### config.mk
export PLATFORM = sky130hd
export DESIGN_NAME = jtflane_vtimer
export DESIGN_NICKNAME = d
export VERILOG_FILES = /design/src/rtl/jtflane_vtimer.sv
export SDC_FILE = /design/constraint.sdc
export NUM_CORES = 1
export LEC_CHECK = 0
export CAP_MARGIN = 20
export CELL_PAD_IN_SITES_DETAIL_PLACEMENT = 0
export CELL_PAD_IN_SITES_GLOBAL_PLACEMENT = 2
export CORE_MARGIN = 2
export CORE_UTILIZATION = 29
export DETAILED_ROUTE_END_ITERATION = 8
export HOLD_SLACK_MARGIN = 0.02
export PLACE_DENSITY = 0.8
export REMOVE_ABC_BUFFERS = 1
export SKIP_LAST_GASP = 1
export SYNTH_ARGS = -nofsm -noshare
export SYNTH_HDL_FRONTEND = slang
export SYNTH_SLANG_ARGS = --single-unit
### constraint.sdc
create_clock -name clk -period 2.3 [get_ports clk]
set_input_delay 0.23 -clock clk [delete_from_list [all_inputs] [get_ports clk]]
set_output_delay 0.23 -clock clk [all_outputs]
set_load 0.1 [all_outputs]
### src/rtl/jtflane_vtimer.sv
// jtflane_vtimer: video timing counters, sync/blank decode, VBLANK IRQ and periodic NMI for Fast Lane
module jtflane_vtimer #(
    parameter int HTOTAL   = 384,
    parameter int HB_START = 256,
    parameter int HS_START = 296,
    parameter int HS_END   = 328,
    parameter int VTOTAL   = 264,
    parameter int VB_START = 240,
    parameter int VB_END   = 16,
    parameter int VS_START = 248,
    parameter int VS_END   = 256,
    parameter int NMI_LEN  = 8
)(
    input  logic       clk,
    input  logic       rst,
    input  logic       cen6,
    input  logic       cpu_cen,
    input  logic       ctrl_cs,
    input  logic       cpu_rnw,
    input  logic [1:0] cpu_addr,
    input  logic [7:0] cpu_dout,
    output logic [8:0] hdump,
    output logic [8:0] vdump,
    output logic       hs,
    output logic       vs,
    output logic       lhbl,
    output logic       lvbl,
    output logic       flip,
    output logic       frame,
    output logic       gfx_irqn,
    output logic       gfx_nmin
);
    localparam int CW = $clog2(NMI_LEN + 1);
    localparam logic [CW-1:0] NMI_W = CW'(NMI_LEN);

    logic [8:0]    h_nx, v_nx;
    logic          h_wrap, v_wrap, wr, irq_set, irq_clr, nmi_start, nmi_off;
    logic          irq_en, nmi_en, irq_latch;
    logic [CW-1:0] nmi_cnt, cnt_nx;

    // next counter values and the events that hang off them
    always_comb begin
        h_wrap    = hdump == 9'(HTOTAL - 1);
        v_wrap    = vdump == 9'(VTOTAL - 1);
        h_nx      = h_wrap ? 9'd0 : hdump + 9'd1;
        v_nx      = h_wrap ? (v_wrap ? 9'd0 : vdump + 9'd1) : vdump;
        wr        = ctrl_cs & ~cpu_rnw & cpu_cen;
        irq_set   = cen6 & irq_en & h_wrap & (v_nx == 9'(VB_START));
        irq_clr   = wr & ((cpu_addr == 2'd1) | ((cpu_addr == 2'd0) & ~cpu_dout[0]));
        nmi_start = cen6 & nmi_en & h_wrap & (v_nx[4:0] == 5'd0);
        nmi_off   = wr & (cpu_addr == 2'd0) & ~cpu_dout[1];
        cnt_nx    = nmi_off ? '0 : nmi_start ? NMI_W :
                    (cen6 && nmi_cnt != '0) ? nmi_cnt - CW'(1) : nmi_cnt;
    end

    // counters and decoded timing, all moving together on the pixel enable
    always_ff @(posedge clk) begin
        if (rst) begin
            hdump <= 9'd0;
            vdump <= 9'd0;
            frame <= 1'b0;
            lhbl  <= 1'b1;
            lvbl  <= 1'b0;
            hs    <= 1'b0;
            vs    <= 1'b0;
        end else if (cen6) begin
            hdump <= h_nx;
            vdump <= v_nx;
            if (h_wrap && v_wrap) frame <= ~frame;
            lhbl  <= h_nx < 9'(HB_START);
            lvbl  <= (v_nx >= 9'(VB_END)) && (v_nx < 9'(VB_START));
            hs    <= (h_nx >= 9'(HS_START)) && (h_nx < 9'(HS_END));
            vs    <= (v_nx >= 9'(VS_START)) && (v_nx < 9'(VS_END));
        end
    end

    // CPU control register at address 0
    always_ff @(posedge clk) begin
        if (rst) begin
            irq_en <= 1'b0;
            nmi_en <= 1'b0;
            flip   <= 1'b0;
        end else if (wr && cpu_addr == 2'd0) begin
            irq_en <= cpu_dout[0];
            nmi_en <= cpu_dout[1];
            flip   <= cpu_dout[3];
        end
    end

    // VBLANK IRQ latch; a new vblank beats a simultaneous acknowledge
    always_ff @(posedge clk) begin
        if (rst) begin
            irq_latch <= 1'b0;
            gfx_irqn  <= 1'b1;
        end else begin
            irq_latch <= irq_set | (irq_latch & ~irq_clr);
            gfx_irqn  <= ~(irq_set | (irq_latch & ~irq_clr));
        end
    end

    // NMI pulse width counter; the line stays low while ticks remain
    always_ff @(posedge clk) begin
        if (rst) begin
            nmi_cnt  <= '0;
            gfx_nmin <= 1'b1;
        end else begin
            nmi_cnt  <= cnt_nx;
            gfx_nmin <= cnt_nx == '0;
        end
    end
endmodule

; ---- Word-level counts from Yosys, hierarchy flattened
; Index checks and enable logic that the tools add are counted.
[totals]
reg_bits = 33
[classes]
addsub = 3
order_cmp = 7
n_eq_ne = 4
muxes = 6
n_bitwise = 21
reduce_logical = 11
[ops]
columns = op, n
row1 = "9-bit < comparator, second input constant", 3
row2 = 9-bit two-way mux, 3
row3 = "9-bit by 1-bit adder with 9-bit output, second input constant", 2
row4 = "9-bit == test, second input constant", 2
row5 = 1-bit AND, 13
row6 = 4-bit two-way mux, 3
row7 = "9-bit by 8-bit == test with 1-bit output, second input constant", 1
row8 = "9-bit by 5-bit greater-or-equal comparator with 1-bit output, second input constant", 1
row9 = "9-bit by 8-bit greater-or-equal comparator with 1-bit output, second input constant", 1
row10 = "9-bit greater-or-equal comparator, second input constant", 1
row11 = "9-bit by 8-bit < comparator with 1-bit output, second input constant", 1
row12 = 1-bit logical AND, 6
row13 = 1-bit inverter, 6
row14 = 5-bit zero test, 1
row15 = 4-bit zero test, 1
row16 = 4-bit nonzero test, 1
row17 = "4-bit by 1-bit subtractor with 4-bit output, second input constant", 1
row18 = "2-bit by 1-bit == test with 1-bit output, second input constant", 1
row19 = 2-bit zero test, 1
row20 = 1-bit bitwise OR, 2
row21 = 2-bit AND reduction, 1

; ---- Logic depth before layout (Yosys ltp)
[logic_depth]
ltp_word = 8
ltp_mapped = 8
depth_no_buf = 8

; ---- Least setup slack after synthesis
; No wires, ideal clock.
[synth_path]
kind = register -> register
from = reg hdump[0]
to = reg gfx_irqn
t_arrival_ns = 2.603
setup_slack_ns = -0.417
stages_incl_launch_ff = 9
path_buffers = 1
synth_period_minus_slack_ns = 2.717
cell_sequence = dfxtp_1 ha_1 buf_2 nand4b_1 nor2_1 o21ai_1 a211oi_2 nand4_1 a21o_1
[synth_between]
elab_chain_len = 6
elab_cells_between_ends = 7
[synth_rtl]
columns = element, line
row1 = "start, declared", 22  ; output logic [8:0] hdump,
row2 = "start signal, assigned", 67  ; hdump <= h_nx;
row3 = 9-bit == test *, 43  ; h_wrap = hdump == 9'(HTOTAL - 1);
row4 = 9-bit two-way mux, 46  ; v_nx = h_wrap ? (v_wrap ? 9'd0 : vdump + 9'd1) : vdump;
row5 = 9-bit by 8-bit == test with 1-bit output, 48  ; irq_set = cen6 & irq_en & h_wrap & (v_nx == 9'(VB_START));
row6 = 1-bit AND *, 48
row7 = 1-bit bitwise OR *, 97  ; gfx_irqn <= ~(irq_set | (irq_latch & ~irq_clr));
row8 = 1-bit inverter *, 97
row9 = "end signal, assigned", 97
row10 = "end, declared", 30  ; output logic gfx_irqn,
; Every way passes the cells marked *; elsewhere a longest branch is shown, timed or not.
; A chain may end at the register's enable or synchronous reset.

; ---- Worst setup path after layout
[layout_path]
from = reg vdump[0]
to = reg gfx_irqn
[layout_between]
elab_chain_len = 7
elab_cells_between_ends = 8
[layout_rtl]
columns = element, line
row1 = "start, declared", 23  ; output logic [8:0] vdump,
row2 = "start signal, assigned", 68  ; vdump <= v_nx;
row3 = 9-bit by 1-bit adder with 9-bit output or 9-bit == test (tied branches), "46, 44"
row4 = 9-bit two-way mux, 46
row5 = 9-bit two-way mux *, 46
row6 = 9-bit by 8-bit == test with 1-bit output *, 48
row7 = 1-bit AND *, 48
row8 = 1-bit bitwise OR *, 97
row9 = 1-bit inverter *, 97
; Marks and branches as above.

==> results by group <==
Run status
  – Status: completed

Timing
  – Hold Slack: 0.454 ns
  – RSZ-0062 raised after global routing: no
  – Tmin final: 1.95 ns
  – F_max: about 510 MHz
  – Least-Margin Pin Slew: ~0.54 ns
  – Fin Setup TNS: 0 ns
  – Clock skew: 0.00606 ns
  – Final worst-path cycle share: 0.849
  – Final setup violating endpoints: 0
  – Max transition margin: 0.636
  – Fin. Hold Viols: 0
  – Pins Over Slew Limit: 0

Setup path
  – Crit end category: flop
  – Worst setup path end: gfx_irqn
  – Reg-to-reg startpoint: vdump[0]
  – Max incr delay on CP: approximately 0.39 ns
  – Crit. Startpoint: vdump[0]
  – Critical Path RT: 2.48 ns
  – Top cell family by delay on the critical path: compound AO/OA/AOI/OAI gates
  – FF-to-FF End: gfx_irqn
  – Stages on the worst setup path: 7
  – CP Buf/Inv Count: 1
  – Crit Path Category: reg2reg
  – CP max FO: 7
  – R2r worst-path depth: 7
  – Startpoint Class: flop
  – Worst path slowest cell: dfxtp_1
  – Reg2reg setup slack: around 0.35 ns
  – Worst path cell trace: ha_1, buf_4, nor4_1, o21ai_1, a211oi_2, nand4_1, a21o_1
  – Crit path DAT: 2.14 ns

Cells and area
  – Diode count: 0
  – Final #Nets: 282
  – Fin area: between 2000 and 2500 sq um
  – Final core utilization: 0.391
  – Final std cells w/o fill: between 300 and 400
  – Proportion of layout cells with a drive suffix above 1: 0.205
  – Area Overhead vs Synth: 28.8%

Hold path
  – Worst Hold Class: reg2reg

Synth
  – Ys flop type: dfxtp_1
  – Post-synth EDFFs: 0
  – Ys async rst share: 0
  – Top-count cell post-synth: dfxtp_1
  – Synth top area share: 0.363
  – Synth area leader: dfxtp_1
  – Mean area per synthesized cell: 8.38 sq um
  – Unique masters post-synth: between 40 and 50
  – Register area share after synthesis: 0.363
  – Flops & latches, synth: 33
  – Main area contributors after synthesis: dfxtp_1 36%, nor2_1 5.2%, xnor2_1 4.3%
  – YS warnings: 0
  – Top cells by count, synth: 33 x dfxtp_1, 25 x nor2_1, 15 x nand2_1
  – Cells after Synth: about 220
  – Synthesized cell area: 1820 sq um

Clock tree
  – Clock buffer count from CTS: 5
  – Clock transition at the registers of the reported paths: 0.07 ns
  – Clock Latency Late Sink: 0.29 ns
  – Post-CTS Resized: 0
  – Hold buffers post-CTS: 0
  – TritonCTS clock tree: yes
  – Root Buffer: clkbuf_8
  – Clock Path Buffers: 2
  – Post-CTS setup buffer count: 0
  – H-tree depth: 2
  – TritonCTS sink count: 33

Floorplan
  – Row count: 28
  – # IOs: 42
  – Chip width: between 80 and 90 microns
  – Core area: 5990 sq um
  – Initial Util: 0.303
  – Die area: 6920 sq um
  – Die height: 83.2 microns

Place
  – Placed insts: 330
  – Port Buffers: 36
  – Detail Placement HPWL: roughly 3300 microns
  – Area after DPL: 2260 sq um
  – RePlAce Congestion: 0.778

Detailed routing
  – Routed wire length: 4400 microns
  – First-iteration detailed-routing DRC count: 82
  – DR vias: 1,657
  – Via density: 4.90
  – Initial DRT Pass Iterations: 4
  – Post-route DRC: 0
  – Post-route ant nets: 0
  – WL met2: 1910 microns
  – WL per Instance: 13.0 microns
  – Met1 Wirelength: 2260 microns
  – Highest metal used: met4
  – Met3 WL: 165 microns

Power and ir drop
  – Pwr per Cell Area: about 600 nW/um^2
  – IR drop worst, VDD: ~0.25 mV
  – Leakage: 0.000905 uW

Global routing
  – Vias in the first global route: between 1,500 and 2,000
  – First-pass GRT wire length: 7670 microns
  – GRT Total Usage: 0.137
  – Largest net degree at the start of global routing: 16
  – Gr ovfl total: 0
  – Initial antenna violation count: 0

Run
  – Max Cap Violations: 0
-- through the flow --
stage,power (uW),worst slack (ns)
2_1_floorplan,901,-0.459
3_3_place_gp,1010,0.384
3_5_place_dp,1010,0.367
4_1_cts,1450,0.339
5_1_grt,1510,0.138
6_report,1420,0.347
-- report_power, final --
part / internal (uW) / switching [uW]
combinational: 131 / 229
clock: 210 / 214
sequential: 606 / 28.5
-- state kept, by name, indices dropped and copies added, names as in the netlist --
name,count
lvbl,1
nmi_en,1
nmi_cnt,4
frame,1
gfx_irqn,1
hs,1
flip,1
irq_en,1
hdump,9
vs,1
lhbl,1
gfx_nmin,1
vdump,9
irq_latch,1
-- cell usage in the layout (no fill, tap or decap), types with 2 or more instances in the layout --
cell type / instances
a211oi_1: 2
a21o_1: 3
a21oi_1: 14
and3_1: 4
and4_1: 2
buf_4: 39
clkbuf_8: 5
clkdlybuf4s50_1: 10
clkinv_2: 2
dfxtp_1: 33
ha_1: 4
inv_1: 4
mux2i_1: 4
nand2_1: 15
nand2b_1: 5
nand3_1: 12
nand3b_1: 2
nand4_1: 4
nand4b_1: 3
nor2_1: 25
nor2b_1: 2
nor3_1: 9
nor3_2: 2
nor3b_1: 3
nor4_1: 2
o2111a_1: 2
o211ai_1: 2
o21a_1: 3
o21ai_0: 9
o21ai_1: 2
or3_1: 3
xnor2_1: 9
xor2_1: 6
-- metal layers --
layer	GRT usage	vias to the layer above
met3	0.0328	6
met4	0.0492	0
met2	0.200	33
met1	0.195	751
li1	-	867
met5	0	-
-- area by class of cell --
| type | instances | area, sq um |
|---|---|---|
| Fill cell | 624 | 3650 |
| Multi-Input combinational cell | 169 | 1100 |
| Sequential cell | 33 | 661 |
| Timing Repair Buffer | 49 | 393 |
| Tap cell | 75 | 93.8 |
| Clock buffer | 6 | 72.6 |
| Inverter | 4 | 15.0 |
| Clock inverter | 2 | 10.0 |
-- worst min-delay path by stage --
stage | from | end | slack [ns] | cells after the start
global route | lhbl | lhbl | 0.50 | 2
global placement | lhbl | lhbl | 0.45 | 2
floorplan | rst | hdump[0] | 0.30 | 1
detailed placement | lhbl | lhbl | 0.45 | 2
finish | lhbl | lhbl | 0.45 | 2
CTS | lhbl | lhbl | 0.46 | 2
-- kinds of logic after synthesis --
kind of cell	count (synthesis)	share of synthesized area
adder cells (fa/ha/maj)	4	0.0275
multiplexers	4	0.0220
flip-flops	33	0.363
buffers and inverters	15	0.0330
AND/OR/NAND/NOR	102	0.324
XOR/XNOR	15	0.0723
AO/OA/AOI/OAI	44	0.158
-- worst reg2reg max path, delay by kind of cell, from the launching register on --
| kind | cells | cell delay (ns) |
|---|---|---|
| adder cells (fa/ha/maj) | 1 | 0.26 |
| flip-flops | 1 | 0.39 |
| AND/OR/NAND/NOR | 2 | 0.42 |
| buffers and inverters | 1 | 0.16 |
| AO/OA/AOI/OAI | 3 | 0.63 |
Note: power is estimated with default switching activity, not from simulation.
